===== src/rtl/pipeline_pkg.sv =====
// Shared pipeline types and constants for the IF stage and its boot loader.
package pipeline_pkg;

    // Fetch-side control states: streaming a program in, then fetching from it.
    typedef enum logic {
        LOAD = 1'b0,
        RUN  = 1'b1
    } fetch_state_e;

    // Contents of the IF/ID pipeline register.
    typedef struct packed {
        logic        valid;
        logic [31:0] pc;
        logic [31:0] pc_plus4;
        logic [31:0] instr;
    } if_id_t;

    // addi x0, x0, 0 -- the canonical RISC-V no-op.
    localparam logic [31:0] NOP_INSTR        = 32'h0000_0013;
    localparam logic [31:0] RESET_PC_DEFAULT = 32'h0000_0000;

endpackage


===== src/rtl/instr_fetch_imem_loader.sv =====
// Boot loader FSM: streams program words into instruction memory over a
// valid/ready port, then hands the memory address port over to the PC.
module imem_loader import pipeline_pkg::*; #(
    parameter int AW = 9,
    parameter int DW = 32
) (
    input  logic          clk,
    input  logic          rst_n,
    input  logic          load_valid,
    output logic          load_ready,
    input  logic [DW-1:0] load_data,
    input  logic          load_last,
    input  logic          go,
    input  logic [AW-1:0] pc_addr,
    output logic          imem_wr,
    output logic [AW-1:0] imem_addr,
    output logic [DW-1:0] imem_wdata,
    output logic          running
);

    fetch_state_e  state;
    logic [AW-1:0] load_cnt;
    logic          handshake;

    // In LOAD the loader is always ready, so every valid word is a handshake.
    assign handshake = (state == LOAD) && load_valid;

    // Load sequencing: count accepted words and leave LOAD on last word, full memory, or go.
    always_ff @(posedge clk or negedge rst_n) begin
        if (!rst_n) begin
            state    <= LOAD;
            load_cnt <= '0;
        end else if (state == LOAD) begin
            if (handshake) begin
                load_cnt <= load_cnt + 1'b1;
                if (load_last || (load_cnt == {AW{1'b1}})) begin
                    state <= RUN;
                end
            end else if (go) begin
                state <= RUN;
            end
        end
    end

    // Memory port ownership: loader counter while loading, fetch PC while running.
    always_comb begin
        running    = (state == RUN);
        load_ready = (state == LOAD);
        imem_wr    = handshake;
        imem_addr  = pc_addr;
        imem_wdata = '0;
        if (state == LOAD) begin
            imem_addr  = load_cnt;
            imem_wdata = load_data;
        end
    end

endmodule


===== src/rtl/instr_fetch.sv =====
// IF stage: owns the PC, fetches from combinational instruction memory and
// registers the result into IF/ID. A boot loader fills memory before fetch starts.
module instr_fetch import pipeline_pkg::*; #(
    parameter int          AW       = 9,
    parameter int          DW       = 32,
    parameter logic [31:0] RESET_PC = RESET_PC_DEFAULT
) (
    input  logic          clk,
    input  logic          rst_n,
    input  logic          load_valid,
    output logic          load_ready,
    input  logic [DW-1:0] load_data,
    input  logic          load_last,
    input  logic          go,
    output logic          imem_wr,
    output logic [AW-1:0] imem_addr,
    output logic [DW-1:0] imem_wdata,
    input  logic [DW-1:0] imem_rdata,
    input  logic          stall,
    input  logic          flush,
    input  logic          redirect_valid,
    input  logic [31:0]   redirect_pc,
    output logic          if_id_valid,
    output logic [31:0]   if_id_pc,
    output logic [31:0]   if_id_pc_plus4,
    output logic [DW-1:0] if_id_instr,
    output logic          running,
    output logic          misalign_err
);

    logic [31:0] pc;
    if_id_t      if_id_q;

    imem_loader #(
        .AW(AW),
        .DW(DW)
    ) u_loader (
        .clk        (clk),
        .rst_n      (rst_n),
        .load_valid (load_valid),
        .load_ready (load_ready),
        .load_data  (load_data),
        .load_last  (load_last),
        .go         (go),
        .pc_addr    (pc[AW+1:2]),
        .imem_wr    (imem_wr),
        .imem_addr  (imem_addr),
        .imem_wdata (imem_wdata),
        .running    (running)
    );

    // PC and IF/ID update: redirect beats flush beats stall beats a normal advance.
    always_ff @(posedge clk or negedge rst_n) begin
        if (!rst_n) begin
            pc           <= RESET_PC;
            if_id_q      <= '{valid: 1'b0, pc: 32'h0, pc_plus4: 32'h0, instr: NOP_INSTR};
            misalign_err <= 1'b0;
        end else begin
            misalign_err <= 1'b0;
            if (running) begin
                if (redirect_valid) begin
                    pc            <= {redirect_pc[31:2], 2'b00};
                    if_id_q.valid <= 1'b0;
                    misalign_err  <= (redirect_pc[1:0] != 2'b00);
                end else if (flush) begin
                    if_id_q.valid <= 1'b0;
                end else if (!stall) begin
                    if_id_q.valid    <= 1'b1;
                    if_id_q.pc       <= pc;
                    if_id_q.pc_plus4 <= pc + 32'd4;
                    if_id_q.instr    <= imem_rdata;
                    pc               <= pc + 32'd4;
                end
            end
        end
    end

    assign if_id_valid    = if_id_q.valid;
    assign if_id_pc       = if_id_q.pc;
    assign if_id_pc_plus4 = if_id_q.pc_plus4;
    assign if_id_instr    = if_id_q.instr;

endmodule


===== config.mk =====
export PLATFORM = sky130hd
export DESIGN_NAME = instr_fetch
export DESIGN_NICKNAME = d
export VERILOG_FILES = /design/src/rtl/pipeline_pkg.sv /design/src/rtl/instr_fetch_imem_loader.sv /design/src/rtl/instr_fetch.sv
export SDC_FILE = /design/constraint.sdc
export NUM_CORES = 1
export LEC_CHECK = 0
export ABC_AREA = 0
export CAP_MARGIN = 40
export CORE_MARGIN = 1.5
export CORE_UTILIZATION = 40
export DETAILED_ROUTE_END_ITERATION = 7
export PLACE_DENSITY = 0.77
export REMOVE_ABC_BUFFERS = 1
export SKIP_LAST_GASP = 1
export SYNTH_ARGS = -nofsm -noshare
export SYNTH_HDL_FRONTEND = slang
export SYNTH_SLANG_ARGS = --single-unit

===== constraint.sdc =====
create_clock -name clk -period 1.65 [get_ports clk]
set_input_delay 0.2475 -clock clk [delete_from_list [all_inputs] [get_ports clk]]
set_output_delay 0.2475 -clock clk [all_outputs]
set_load 0.02 [all_outputs]

==> results.py, run 1 <==
metrics = {
    "synthesis": {
        "async_flop_share_pct": 100,
        "synth_ff_type": "dfrtp_1",
        "synth_seq_cells": 134,
        "yosysWarnings": 0,
        "syn_area_um2": 6450,
        "synth_cell_types": 51,
        "synth_edf_count": 0,
        "avgSynthCellArea_um2": 8.95,
        "synth_seq_area_share_pct": 52.0,
        "netlist_instances": 721,
    },
    "critical_path": {
        "crit_path_start_kind": "flip-flop",
        "cp_max_fo": 10,
        "path_class": "flip-flop to flip-flop",
        "cp_slowest_stage_delay_ns": 0.41,
        "arrival_ns": 2.09,
        "critical_path.endpoint_type": "flip-flop",
        "slowest_stage": "dfrtp_1",
        "cp_cell_sequence": "nand4_4, nor4_4, buf_12, nand4_1, or3_1, nand3_1",
        "cp.required_ns": 2.00,
        "reg2regPathDepth": 6,
    },
    "clock_tree": {
        "htreeDepth": 4,
        "clkSinkCount": 134,
        "cts_tree": "built",
        "path_clk_slew_ns": 0.06,
        "max-clock-path-buffers": 2,
        "clkLatencyLatePin_ns": 0.42,
        "cts_root_buf": "clkbuf_16",
        "cts_buffers": 17,
    },
    "pwr": {
        "total_power_mw": 10.7,
        "p_leak_nw": 5.31,
        "power.density_nw_per_um2": 1040,
        "vdd_drop_max_mv": 0.721,
    },
    "global_route": {
        "antenna_found_initial": 0,
        "first_global_vias": 5951,
        "gr-total-overflow": 0,
        "grt_max_degree": 47,
        "gr-usage-all-layers_pct": 22.7,
        "grt_first_pass_wirelength_um": 29500,
    },
    "floorplanning": {
        "io_pins": 246,
        "die_h_um": 130,
        "dieWidth_um": 130,
        "placementRows": 46,
        "initial_utilization_pct": 40.8,
        "core_um2": 15800,
        "die-area_um2": 16900,
    },
    "routing": {
        "dr.pass1.iters": 5,
        "viasPerCell": 5.00,
        "drt_wl_total_um": 18900,
        "routedWlPerCell_um": 15.3,
        "drc": 0,
        "num_vias": 6194,
        "ant_nets": 0,
        "drt_iter0_markers": 360,
    },
    "sta": {
        "slew_violations": 0,
        "fin_ws_ns": -0.0938,
        "setup_tns_ns": -1.30,
        "timing_hold_violations_final": 0,
        "fin_crit_sh_pct": 106,
        "final.min_clock_period_ns": 1.74,
        "rsz0062_at_grt": "yes",
        "max_freq_ghz": 0.573,
        "clock-skew-final_ns": 0.00793,
        "finalSetupViolCount": 30,
    },
    "final_layout": {
        "mostFrequentLayoutCells": "nand2_1, clkdlybuf4s50_1, dfrtp_1",
        "syn2layout_area_growth_pct": 60.3,
        "drive_gt1_share_pct": 20.6,
        "finalNetCount": 1117,
        "final_util_pct": 65.3,
        "mostFrequentLayoutCell": "nand2_1",
        "diodes": 0,
    },
    "run_status": {
        "violations": "negative setup slack",
        "status": "finished with violations",
    },
    "place": {
        "hpwlAfterDp_um": 13600,
        "gp_congestion": 0.842,
        "portBuffers": 241,
        "place_worst_setup_slack_ns": -0.187,
    },
    "flow_run": {
        "drv_cap": 0,
    },
    "min_path": {
        "hp-class": "input pin to asynchronous set/reset pin",
    },
}
[what timing repair did]
item,4_1_cts,5_1_grt
gates resized for setup,212,112
pin swaps,14,14
endpoints found under the hold margin,31,0
setup buffers,3,4
endpoints found under the setup margin,102,140
hold buffers,1,0
[sequential cells by signal, summed over array words and instances (netlist names)]
name               flops
u_loader.load_cnt      9
if_id_valid            1
misalign_err           1
pc                    30
if_id_pc_plus4        30
u_loader.running       1
if_id_pc              30
if_id_instr           32
[per-layer routing]
layer  track usage [%]  vias up  wire length, µm
met1              27.5     2925             7800
met5                 0        -                0
met3              5.70       33             1400
met4              8.63        0              408
li1                  -     2973                -
met2              39.1      263             9320
[worst paths after layout]
check / startpoint / to / slack (ns)
max: pc[6] / if_id_pc_plus4[21] / -0.09
min: rst_n / if_id_pc_plus4[30] / 0.28
max reg2reg: pc[6] / if_id_pc_plus4[21] / -0.09
min reg2reg: if_id_instr[1] / if_id_instr[1] / 0.46
max in group asynchronous: rst_n / if_id_pc_plus4[5] / 0.77
min in group clk: redirect_valid / if_id_valid / 0.31
[per-stage QoR]
stage / hold slack [ns] / instance area [µm²] / std cells
finish: 0.280 / 10300 / 1239
global route: 0.309 / 10300 / 1239
CTS: 0.282 / 10200 / 1235
detailed placement: 0.164 / 9580 / 1199
global placement: 0.163 / 9580 / 1199
floorplan: -0.0481 / 6210 / 668
[synthesized netlist by cell type, types with 2 or more instances]
library cell	instances	area share [%]
o22ai_1	3	0.29
and3_1	15	1.5
mux2_2	11	1.9
nor4_4	2	0.66
ha_1	3	0.58
o21ai_0	43	3.3
nand3_1	30	2.3
o22a_1	3	0.41
and2_1	5	0.48
clkbuf_1	43	2.5
a21oi_1	18	1.4
inv_1	6	0.35
nand4_1	12	1.2
a31oi_1	3	0.29
a22oi_1	7	0.81
nand2_1	231	13
or3_1	3	0.29
nor4_2	2	0.39
dfrtp_1	131	51
nor2_1	23	1.3
o21a_1	3	0.35
nor2b_1	35	3.4
xor2_1	13	1.8
o21ai_1	8	0.62
nor3_1	5	0.39
xnor2_1	18	2.4
o311ai_1	7	0.95
nand4_4	2	0.66
buf_4	7	0.81
buf_2	4	0.31
dfstp_2	3	1.2
nand3_2	3	0.47
[area by class of cell]
| cell class | instances | area, µm² |
|---|---|---|
| Clock buffer | 29 | 531 |
| Clock inverter | 3 | 17.5 |
| Fill cell | 1293 | 5490 |
| Inverter | 7 | 26.3 |
| Multi-Input combinational cell | 527 | 3020 |
| Sequential cell | 134 | 3360 |
| Tap cell | 216 | 270 |
| Timing Repair Buffer | 323 | 3120 |
[power breakdown]
group          switching, mW  leakage (nW)  internal, mW
Sequential             0.323          1.65          3.83
Combinational           1.60          3.40          1.47
Clock                   1.34         0.268          2.16
[critical path: cells and delay by family (launching register included)]
family | cells | cell delay, ns
buffers and inverters | 1 | 0.17
flip-flops | 1 | 0.41
AND/OR/NAND/NOR | 5 | 1.09
[logic make-up (layout without fill, tap and decap cells)]
logic type                 after synthesis  count (layout)  share of synthesized area (%)
adders and majority gates                3               3                          0.582
muxes                                   12              12                           2.08
AOI/OAI and AO/OA                      107             107                           10.1
other                                    1               4                         0.0581
and+or+nand+nor                        370             370                           26.7
buffers and inverters                   63             362                           4.29
xor gates and xnor gates                31              31                           4.21
DFF                                    134             134                           52.0
No activity file was read; power rests on OpenSTA's default activity.
==> run 2: changes to the inputs <==
--- a/config.mk
+++ b/config.mk
@@ -11,7 +11,6 @@
 export CORE_UTILIZATION = 40
 export DETAILED_ROUTE_END_ITERATION = 7
 export PLACE_DENSITY = 0.77
-export REMOVE_ABC_BUFFERS = 1
 export SKIP_LAST_GASP = 1
 export SYNTH_ARGS = -nofsm -noshare
 export SYNTH_HDL_FRONTEND = slang
==> results.py, run 2 (synthesized netlist as in run 1, its figures left out) <==
metrics = {
    "sta": {
        "final.min_clock_period_ns": 1.81,
        "fin_crit_sh_pct": 110,
        "timing_hold_violations_final": 0,
        "fin_ws_ns": -0.161,
        "rsz0062_at_grt": "yes",
        "slew_violations": 0,
        "hold-worst-slack_ns": 0.168,
        "clock-skew-final_ns": 0.00924,
        "max_freq_ghz": 0.552,
        "finalSetupViolCount": 51,
        "setup_tns_ns": -4.04,
    },
    "global_route": {
        "gr-usage-all-layers_pct": 24.2,
        "grt_first_pass_wirelength_um": 31400,
        "antenna_found_initial": 0,
        "first_global_vias": 6191,
        "gr-total-overflow": 0,
        "grt_max_degree": 47,
    },
    "run_status": {
        "violations": "negative setup slack",
        "status": "finished with violations",
    },
    "final_layout": {
        "syn2layout_area_growth_pct": 68.6,
        "finalNetCount": 1136,
        "diodes": 0,
        "mostFrequentLayoutCell": "nand2_1",
        "largest_reg_flops": 32,
        "final_util_pct": 68.7,
        "mostFrequentLayoutCells": "nand2_1, dfrtp_1, clkdlybuf4s50_1",
        "drive_gt1_share_pct": 24.2,
    },
    "critical_path": {
        "critical_path.endpoint_type": "flip-flop",
        "cp_cell_sequence": "nand4_1, nor4_4, buf_4, and3_4, a31oi_1, o22a_1",
        "cp_max_fo": 5,
        "cp_slowest_stage_delay_ns": 0.44,
        "path_class": "flip-flop to flip-flop",
        "slowest_stage": "nor4_4",
        "crit_path_start_kind": "flip-flop",
        "arrival_ns": 2.12,
        "cp.required_ns": 1.96,
    },
    "place": {
        "gp_congestion": 0.850,
        "hpwlAfterDp_um": 14500,
        "place_worst_setup_slack_ns": -0.227,
        "portBuffers": 241,
    },
    "routing": {
        "dr.pass1.iters": 4,
        "routedWlPerCell_um": 16.9,
        "num_vias": 6420,
        "drc": 0,
        "ant_nets": 0,
        "viasPerCell": 5.10,
        "drt_wl_total_um": 21300,
        "drt_iter0_markers": 350,
    },
    "clock_tree": {
        "clkLatencyLatePin_ns": 0.43,
        "cts_root_buf": "clkbuf_16",
        "path_clk_slew_ns": 0.06,
        "clkSinkCount": 134,
        "htreeDepth": 4,
        "cts_buffers": 17,
        "max-clock-path-buffers": 2,
        "cts_tree": "built",
    },
    "floorplanning": {
        "io_pins": 246,
        "dieWidth_um": 130,
        "placementRows": 46,
        "core_um2": 15800,
        "die_h_um": 130,
        "initial_utilization_pct": 40.8,
        "die-area_um2": 16900,
    },
    "pwr": {
        "power.density_nw_per_um2": 1030,
        "p_leak_nw": 5.79,
        "vdd_drop_max_mv": 0.827,
    },
    "flow_run": {
        "drv_cap": 0,
    },
    "min_path": {
        "hp-class": "input pin to flip-flop",
    },
}
-- run 2: cell types whose count changed in the layout (fill, tap and decap cells not counted), sizes merged --
cell / change
buf: +17
bufinv: +3
clkbuf: -6
clkdlybuf4s50: -28
clkinv: +3
clkinvlp: +1
dlygate4sd2: +14
dlymetal6s2s: +15
-- run 2: report_power, final --
part,internal [mW],switching (mW)
Combinational,1.49,1.71
Sequential,3.83,0.343
Clock,2.44,1.40
Total,7.76,3.45
-- run 2: worst paths after layout --
path / startpoint / cells past startpoint / slack, ns / end
setup / recovery: pc[19] / 6 / -0.16 / pc[27]
hold / removal: redirect_valid / 3 / 0.17 / misalign_err
setup reg to reg: pc[19] / 6 / -0.16 / pc[27]
hold reg to reg: if_id_instr[0] / 2 / 0.46 / if_id_instr[0]
max in group asynchronous: rst_n / 3 / 0.69 / if_id_instr[1]
min in group asynchronous: rst_n / 2 / 0.34 / if_id_pc[9]
-- run 2: timing repair --
item | CTS | global route
hold buffers | 1 | 0
cloned | 1 | 2
resized for setup | 249 | 156
endpoints found under the setup margin | 183 | 177
pin swaps | 13 | 27
buffers inserted | 17 | 14
endpoints found under the hold margin | 42 | 0
-- run 2: cell type report --
| type | count | area (µm²) |
|---|---|---|
| repair buffers | 342 | 3430 |
| fillers | 1211 | 4950 |
| clock buffers | 22 | 464 |
| flip-flops and latches | 134 | 3360 |
| inverters | 7 | 26.3 |
| well taps | 216 | 270 |
| multi-input cells | 527 | 3190 |
| clock inverters | 10 | 130 |
-- run 2: metal layers --
| metal | vias to the layer above | routed length, µm | GRT usage, % |
|---|---|---|---|
| met5 | - | 0 | 0 |
| met4 | 0 | 423 | 9.87 |
| met3 | 32 | 1800 | 7.42 |
| met2 | 299 | 10600 | 40.4 |
| met1 | 3075 | 8510 | 29.3 |
| li1 | 3014 | - | - |
-- run 2: per-stage QoR --
stage,total power [mW],cell area (µm²),cells
3_5_place_dp,7.38,9620,1196
2_1_floorplan,5.63,6500,724
5_1_grt,11.7,10900,1258
4_1_cts,11.1,10300,1246
6_report,11.2,10900,1258
3_3_place_gp,7.31,9620,1196
-- run 2: worst max-delay path: cells and delay by family (launching register included) --
| family | cells | cell delay (ns) |
|---|---|---|
| AND/OR/NAND/NOR | 3 | 0.85 |
| buffers and inverters | 1 | 0.18 |
| flip-flops | 1 | 0.40 |
| AO/OA/AOI/OAI | 2 | 0.26 |
